==> src/rtl/button_pkg.sv <==
// Shared definitions for the button bank: repeat FSM states, counter sizing
// and default timing for the 25 MHz board clock.
// Optional feature macro used across the bank: BUTTON_AUTO_REPEAT_EN.
package button_pkg;

  // Per-channel auto-repeat state.
  typedef enum logic [1:0] {
    IDLE   = 2'd0,
    HOLD   = 2'd1,
    REPEAT = 2'd2
  } rep_state_t;

  // 25 MHz board clock: 10 ms debounce, 500 ms first repeat, 100 ms repeat rate.
  localparam int DEF_DEBOUNCE_CYCLES = 250000;
  localparam int DEF_REPEAT_DELAY    = 12500000;
  localparam int DEF_REPEAT_PERIOD   = 2500000;

  // Counter width able to hold max_count; one spare bit so the terminal
  // compare never sits on the top code.
  function automatic int cnt_width(input int max_count);
    return $clog2(max_count) + 1;
  endfunction

endpackage

==> src/rtl/button_bank_debounce_if.sv <==
// Bus bundle between board pins and the button bank.
// Signalling: there is no back-pressure. o_press/o_release/o_repeat are
// single-cycle strobes, and o_dv is high exactly in the cycles where any
// press or release strobe is high; consumers must sample every cycle.
// o_rep_state exposes each channel's repeat FSM state (2 bits per channel).
interface button_bank_debounce_if #(
  parameter int NUM_BUTTONS = 4
);
  logic [NUM_BUTTONS-1:0]   i_buttons;
  logic [NUM_BUTTONS-1:0]   o_level;
  logic [NUM_BUTTONS-1:0]   o_press;
  logic [NUM_BUTTONS-1:0]   o_release;
  logic [NUM_BUTTONS-1:0]   o_toggle;
  logic [NUM_BUTTONS-1:0]   o_repeat;
  logic                     o_dv;
  logic [2*NUM_BUTTONS-1:0] o_rep_state;

  // Button bank side.
  modport slave (
    input  i_buttons,
    output o_level, o_press, o_release, o_toggle, o_repeat, o_dv, o_rep_state
  );

  // Pin / consumer side.
  modport master (
    output i_buttons,
    input  o_level, o_press, o_release, o_toggle, o_repeat, o_dv, o_rep_state
  );
endinterface

==> src/rtl/button_channel.sv <==
// One button channel: 2-flop synchroniser, polarity fix, debounce counter,
// press/release/toggle generation and, with BUTTON_AUTO_REPEAT_EN defined,
// the hold-to-repeat FSM. Without the macro o_repeat is tied low.
module button_channel
  import button_pkg::*;
#(
  parameter int DEBOUNCE_CYCLES = DEF_DEBOUNCE_CYCLES,
  parameter bit ACTIVE_LOW      = 1'b0,
  parameter int REPEAT_DELAY    = DEF_REPEAT_DELAY,
  parameter int REPEAT_PERIOD   = DEF_REPEAT_PERIOD
) (
  input  logic       clk,
  input  logic       rst,
  input  logic       i_button,
  output logic       o_level,
  output logic       o_press,
  output logic       o_release,
  output logic       o_toggle,
  output logic       o_repeat,
  output rep_state_t o_rep_state
);

  localparam int              DB_W    = cnt_width(DEBOUNCE_CYCLES);
  localparam logic [DB_W-1:0] DB_LAST = DB_W'(DEBOUNCE_CYCLES - 1);

  logic            r_meta;
  logic            r_sync;
  logic [DB_W-1:0] r_db_cnt;
  logic            w_s;
  logic            w_accept;
  logic            w_press_evt;
  logic            w_release_evt;

  // Synchroniser; resets to the pin's idle level so reset reads as released.
  always_ff @(posedge clk or posedge rst) begin
    if (rst) begin
      r_meta <= ACTIVE_LOW;
      r_sync <= ACTIVE_LOW;
    end else begin
      r_meta <= i_button;
      r_sync <= r_meta;
    end
  end

  assign w_s           = r_sync ^ ACTIVE_LOW;
  assign w_accept      = (w_s != o_level) && (r_db_cnt == DB_LAST);
  assign w_press_evt   = w_accept & w_s;
  assign w_release_evt = w_accept & ~w_s;

  // Debounce: a new level must persist DEBOUNCE_CYCLES cycles before it is taken.
  always_ff @(posedge clk or posedge rst) begin
    if (rst) begin
      r_db_cnt  <= '0;
      o_level   <= 1'b0;
      o_press   <= 1'b0;
      o_release <= 1'b0;
      o_toggle  <= 1'b0;
    end else begin
      o_press   <= w_press_evt;
      o_release <= w_release_evt;
      if (w_s == o_level) begin
        r_db_cnt <= '0;
      end else if (w_accept) begin
        r_db_cnt <= '0;
        o_level  <= w_s;
        if (w_release_evt) o_toggle <= ~o_toggle;
      end else begin
        r_db_cnt <= r_db_cnt + 1'b1;
      end
    end
  end

`ifdef BUTTON_AUTO_REPEAT_EN
  localparam int RP_MAX = (REPEAT_DELAY > REPEAT_PERIOD) ? REPEAT_DELAY : REPEAT_PERIOD;
  localparam int              RP_W           = cnt_width(RP_MAX);
  localparam logic [RP_W-1:0] RP_DELAY_LAST  = RP_W'(REPEAT_DELAY - 1);
  localparam logic [RP_W-1:0] RP_PERIOD_LAST = RP_W'(REPEAT_PERIOD - 1);

  rep_state_t      r_state;
  logic [RP_W-1:0] r_rp_cnt;

  // Repeat FSM: wait REPEAT_DELAY after the press, then strobe every
  // REPEAT_PERIOD; an accepted release wins over any pending strobe.
  always_ff @(posedge clk or posedge rst) begin
    if (rst) begin
      r_state  <= IDLE;
      r_rp_cnt <= '0;
      o_repeat <= 1'b0;
    end else begin
      o_repeat <= 1'b0;
      if (w_release_evt) begin
        r_state  <= IDLE;
        r_rp_cnt <= '0;
      end else begin
        case (r_state)
          IDLE: begin
            r_rp_cnt <= '0;
            if (w_press_evt) r_state <= HOLD;
          end
          HOLD: begin
            if (r_rp_cnt == RP_DELAY_LAST) begin
              r_state  <= REPEAT;
              r_rp_cnt <= '0;
              o_repeat <= 1'b1;
            end else begin
              r_rp_cnt <= r_rp_cnt + 1'b1;
            end
          end
          REPEAT: begin
            if (r_rp_cnt == RP_PERIOD_LAST) begin
              r_rp_cnt <= '0;
              o_repeat <= 1'b1;
            end else begin
              r_rp_cnt <= r_rp_cnt + 1'b1;
            end
          end
          default: begin
            r_state  <= IDLE;
            r_rp_cnt <= '0;
          end
        endcase
      end
    end
  end

  assign o_rep_state = r_state;
`else
  // Repeat timing has no effect without the repeat FSM; state stays IDLE.
  assign o_repeat    = 1'b0;
  assign o_rep_state = ((REPEAT_DELAY > 0) && (REPEAT_PERIOD > 0)) ? IDLE : IDLE;
`endif

endmodule

==> src/rtl/button_bank_debounce.sv <==
// Multi-channel button front end: NUM_BUTTONS independent debounce channels
// plus a shared data-valid strobe. Auto-repeat is built only when
// BUTTON_AUTO_REPEAT_EN is defined.
module button_bank_debounce
  import button_pkg::*;
#(
  parameter int NUM_BUTTONS     = 4,
  parameter int DEBOUNCE_CYCLES = DEF_DEBOUNCE_CYCLES,
  parameter bit ACTIVE_LOW      = 1'b0,
  parameter int REPEAT_DELAY    = DEF_REPEAT_DELAY,
  parameter int REPEAT_PERIOD   = DEF_REPEAT_PERIOD
) (
  input logic                   clk,
  input logic                   rst,
  button_bank_debounce_if.slave bus
);

  // One fully independent channel per button.
  for (genvar g = 0; g < NUM_BUTTONS; g++) begin : g_ch
    button_channel #(
      .DEBOUNCE_CYCLES(DEBOUNCE_CYCLES),
      .ACTIVE_LOW     (ACTIVE_LOW),
      .REPEAT_DELAY   (REPEAT_DELAY),
      .REPEAT_PERIOD  (REPEAT_PERIOD)
    ) u_ch (
      .clk        (clk),
      .rst        (rst),
      .i_button   (bus.i_buttons[g]),
      .o_level    (bus.o_level[g]),
      .o_press    (bus.o_press[g]),
      .o_release  (bus.o_release[g]),
      .o_toggle   (bus.o_toggle[g]),
      .o_repeat   (bus.o_repeat[g]),
      .o_rep_state(bus.o_rep_state[2*g +: 2])
    );
  end

  // Data valid: any registered press or release strobe this cycle.
  assign bus.o_dv = |(bus.o_press | bus.o_release);

endmodule

==> src/flat_wrapper.sv <==
// flat-port wrapper written by rule: the top's interface ports become plain ports
module button_bank_debounce_flat import button_pkg::*;
#(
  parameter int NUM_BUTTONS     = 4,
  parameter int DEBOUNCE_CYCLES = DEF_DEBOUNCE_CYCLES,
  parameter bit ACTIVE_LOW      = 1'b0,
  parameter int REPEAT_DELAY    = DEF_REPEAT_DELAY,
  parameter int REPEAT_PERIOD   = DEF_REPEAT_PERIOD
)
  (clk, rst, bus_i_buttons, bus_o_level, bus_o_press, bus_o_release, bus_o_toggle, bus_o_repeat, bus_o_dv, bus_o_rep_state);
  button_bank_debounce_if #(.NUM_BUTTONS(NUM_BUTTONS)) bus_i ();
  input logic clk;
  input logic rst;
  input wire logic [$bits(bus_i.i_buttons)-1:0] bus_i_buttons;
  output wire logic [$bits(bus_i.o_level)-1:0] bus_o_level;
  output wire logic [$bits(bus_i.o_press)-1:0] bus_o_press;
  output wire logic [$bits(bus_i.o_release)-1:0] bus_o_release;
  output wire logic [$bits(bus_i.o_toggle)-1:0] bus_o_toggle;
  output wire logic [$bits(bus_i.o_repeat)-1:0] bus_o_repeat;
  output wire logic [$bits(bus_i.o_dv)-1:0] bus_o_dv;
  output wire logic [$bits(bus_i.o_rep_state)-1:0] bus_o_rep_state;
  assign bus_i.i_buttons = bus_i_buttons;
  assign bus_o_level = bus_i.o_level;
  assign bus_o_press = bus_i.o_press;
  assign bus_o_release = bus_i.o_release;
  assign bus_o_toggle = bus_i.o_toggle;
  assign bus_o_repeat = bus_i.o_repeat;
  assign bus_o_dv = bus_i.o_dv;
  assign bus_o_rep_state = bus_i.o_rep_state;
  button_bank_debounce #(.NUM_BUTTONS(NUM_BUTTONS), .DEBOUNCE_CYCLES(DEBOUNCE_CYCLES), .ACTIVE_LOW(ACTIVE_LOW), .REPEAT_DELAY(REPEAT_DELAY), .REPEAT_PERIOD(REPEAT_PERIOD)) u_core (.clk(clk), .rst(rst), .bus(bus_i));
endmodule
==> config.mk <==
export PLATFORM = sky130hd
export DESIGN_NAME = button_bank_debounce_flat
export DESIGN_NICKNAME = d
export VERILOG_FILES = /design/src/rtl/button_pkg.sv /design/src/rtl/button_bank_debounce_if.sv /design/src/rtl/button_channel.sv /design/src/rtl/button_bank_debounce.sv /design/src/flat_wrapper.sv
export SDC_FILE = /design/constraint.sdc
export NUM_CORES = 1
export LEC_CHECK = 0
export CAP_MARGIN = 20
export CORE_AREA = 10 10 124 126
export DETAILED_ROUTE_END_ITERATION = 8
export DIE_AREA = 0 0 134 136
export MAX_ROUTING_LAYER = met4
export SLEW_MARGIN = 20
export SYNTH_ARGS = -nofsm -noshare
export SYNTH_HDL_FRONTEND = slang
export SYNTH_SLANG_ARGS = --single-unit
==> constraint.sdc <==
create_clock -name clk -period 3.6 [get_ports clk]
set_input_delay 0.54 -clock clk [delete_from_list [all_inputs] [get_ports clk]]
set_output_delay 0.54 -clock clk [all_outputs]
set_load 0.01 [all_outputs]
==> results.py <==
metrics = {
    "outcome": {
        "status": "finished clean",
    },
    "sta": {
        "period_minus_slack_ps": 2410,
        "tightest_slew_ps": 885,
        "fin_skew_ps": 8.95,
        "fin_crit_sh": 0.669,
        "setup_tns_ps": 0,
        "max_freq_mhz": 415,
        "max_slew_margin": 0.410,
        "final_hold_viol_count": 0,
        "finalMaxSlewViolations": 0,
        "hold_ws_ps": 355,
        "rsz0062_at_grt": "false",
        "setup_violations": 0,
    },
    "grt": {
        "grt_usage": 0.113,
        "grt_max_degree": 72,
        "antenna_found_initial": 0,
        "grt_pass1_wl_um": 16400,
        "grt_pass1_vias": 3416,
        "overflow": 0,
    },
    "placed_design": {
        "placed_cell_area_um2": 5170,
        "io_buffers": 22,
        "hpwlAfterDp_um": 6680,
        "dpl.cell_count": 662,
        "gp_congestion": 0.818,
    },
    "detailed_routing": {
        "maxUsedRoutingLayer": "met4",
        "routed_wl_um": 9450,
        "ant_nets": 0,
        "drt_iter0_markers": 341,
        "vias_per_cell": 5.01,
        "firstDrtPassIters": 4,
        "met3_length_um": 374,
        "met1Wirelength_um": 4510,
        "wire_per_inst_um": 13.9,
        "drc_errors": 0,
        "via_count": 3399,
        "met2WireLength_um": 4350,
    },
    "final_layout": {
        "layout_commonest_cell": "dfrtp_1",
        "mostFrequentLayoutCells": "dfrtp_1, nor2_1, xnor2_1, nand4_1, nor3_1",
        "fin_cells": 678,
        "drive_gt1_frac": 0.0797,
        "diodes": 0,
        "nets": 507,
        "area_growth_pct": 11.9,
        "design_area_um2": 5490,
    },
    "floorplan": {
        "dieArea_um2": 18200,
        "die_height_um": 136,
        "num_rows": 42,
        "ios": 35,
        "fp.dieW_um": 134,
        "start_util": 0.378,
        "core_um2": 13000,
    },
    "synthesis": {
        "yosysTopAreaCell": "dfrtp_1",
        "synthXorXnorAreaFrac": 0.114,
        "seq_area_frac_synth": 0.510,
        "synth-simple-area-share": 0.256,
        "yosysUniqueCellTypes": 40,
        "synth_top_flop_cell": "dfrtp_1",
        "syn_inst": 483,
        "synth_fa_ha_area_frac": 0.0102,
        "ys_ff_latch": 100,
        "synthMuxAreaShare": 0.0156,
        "ys_warn_count": 0,
        "synth.top_cell.area_share": 0.510,
        "synth_compound_area_frac": 0.0278,
        "syn_area_um2": 4900,
        "avgSynthCellArea_um2": 10.1,
        "yosys-top-cells-area": "dfrtp_1, xnor2_1, nor2_1",
        "synth_top_family_by_area": "simple AND/OR/NAND/NOR gates",
        "synth_edf_count": 0,
        "synth-async-reset-ratio": 1.00,
    },
    "power_and_ir_drop": {
        "seqPwrFrac": 0.513,
        "intPower_mw": 1.77,
        "p_leak_nw": 2.19,
        "power_mw": 2.25,
        "max-vdd-ir-drop_mv": 0.221,
        "power_density_nw_per_um2": 411,
        "pwr-share-comb": 0.031,
        "power.switching_mw": 0.486,
        "switching_share": 0.216,
        "pwr-share-clk": 0.456,
    },
    "critical_path": {
        "crit_slowest_cell": "nor4_1",
        "cp_max_fo": 2,
        "crit_path_end_kind": "output port",
        "crit_chain": "nor4_1 -> nand2_1 -> clkdlybuf4s50_1",
        "cp_slowest_stage_delay_ps": 540,
        "critPathRequiredTime_ps": 3060,
        "cp-start-kind": "flop",
        "path_class": "flop to output port",
        "cp.arrival_ps": 1870,
    },
    "hold_path": {
        "hp-class": "flop to flop",
    },
    "clock_tree": {
        "numCtsBuffers": 9,
        "cts_buffer_depth": 2,
        "cts_tree": "yes",
        "postCtsResizedCells": 0,
        "htreeDepth": 3,
        "clkSlewWorstSetupHoldPaths_ps": 70,
        "post_cts_buffers": 0,
        "insertion_delay_ps": 350,
        "cts_hold_repair.buffers": 0,
        "cts_root_buf": "clkbuf_16",
        "clkSinkCount": 100,
    },
    "run": {
        "cap_violations": 0,
    },
}
==> synthesized netlist by cell type, types with 7 or more instances <==
library cell  count
a21oi_1           8
and3_1            7
buf_4            28
dfrtp_1         100
inv_1            19
nand2_1          17
nand3_1          22
nand4_1          24
nor2_1           78
nor3_1           24
nor4_1           20
o21ai_0           7
xnor2_1          45
xor2_1           19
==> registers in the layout, summed over array words and instances, names as in the netlist <==
name and cells:
u_core.g_ch.u_ch.o_level 4, u_core.g_ch.u_ch.o_release 4, u_core.g_ch.u_ch.r_meta 4, u_core.g_ch.u_ch.o_toggle 4, u_core.g_ch.u_ch.o_press 4, u_core.g_ch.u_ch.r_db_cnt 76
u_core.g_ch.u_ch.r_sync 4
==> final cells by class <==
class	instances	area (um2)
clock buffer	10	229
clock inverter	6	88.8
fill	1283	7490
inverter	19	73.8
multi-input combinational	341	2120
sequential	100	2500
tap	176	220
timing repair buffer	26	250
==> power by group through the flow <==
| stage | sequential, mW | combinational [mW] | clock (mW) |
|---|---|---|---|
| 2_1_floorplan | 1.17 | 0.0599 | 0 |
| 3_3_place_gp | 1.18 | 0.0712 | 0 |
| 3_5_place_dp | 1.18 | 0.0731 | 0 |
| 4_1_cts | 1.16 | 0.0735 | 1.06 |
| 5_1_grt | 1.16 | 0.0832 | 1.11 |
| 6_report | 1.16 | 0.0708 | 1.03 |
==> kinds of logic after synthesis <==
family,after synthesis
mux,7
simple gates,231
fa+ha+maj,4
flops,100
other cells,1
xor+xnor,64
buf+inv,53
compound gates,23
==> critical path, delay by kind of cell, from the launching register on <==
kind / cells / cell delay, ps
DFF: 1 / 370
and+or+nand+nor: 2 / 640
buffers and inverters: 1 / 510
==> layer usage <==
| metal | up-vias | track usage |
|---|---|---|
| met5 | - | - |
| met4 | 0 | 0.0593 |
| met3 | 13 | 0.0232 |
| met2 | 63 | 0.173 |
| met1 | 1664 | 0.138 |
| li1 | 1659 | - |
==> stage by stage <==
stage               utilization  setup WS, ps
CTS                       0.423          1170
global route              0.423           977
global placement          0.398          1530
detailed placement        0.398          1560
floorplan                     -           441
finish                    0.423          1190
==> final timing paths <==
check	startpoint	end	slack, ps	cells after the start
worst max register to register	u_core.g_ch[1].u_ch.r_db_cnt[10]	u_core.g_ch[1].u_ch.r_db_cnt[8]	1540	4
worst min-delay path	u_core.g_ch[0].u_ch.r_meta	u_core.g_ch[0].u_ch.r_sync	350	0
worst max-delay path	u_core.g_ch[2].u_ch.o_release	bus_o_dv	1190	3
max in group asynchronous	rst	u_core.g_ch[3].u_ch.r_db_cnt[0]	2090	3
worst min register to register	u_core.g_ch[0].u_ch.r_meta	u_core.g_ch[0].u_ch.r_sync	350	0
min in group asynchronous	rst	u_core.g_ch[2].u_ch.r_db_cnt[8]	720	2
(Power assumes the default switching activity.)
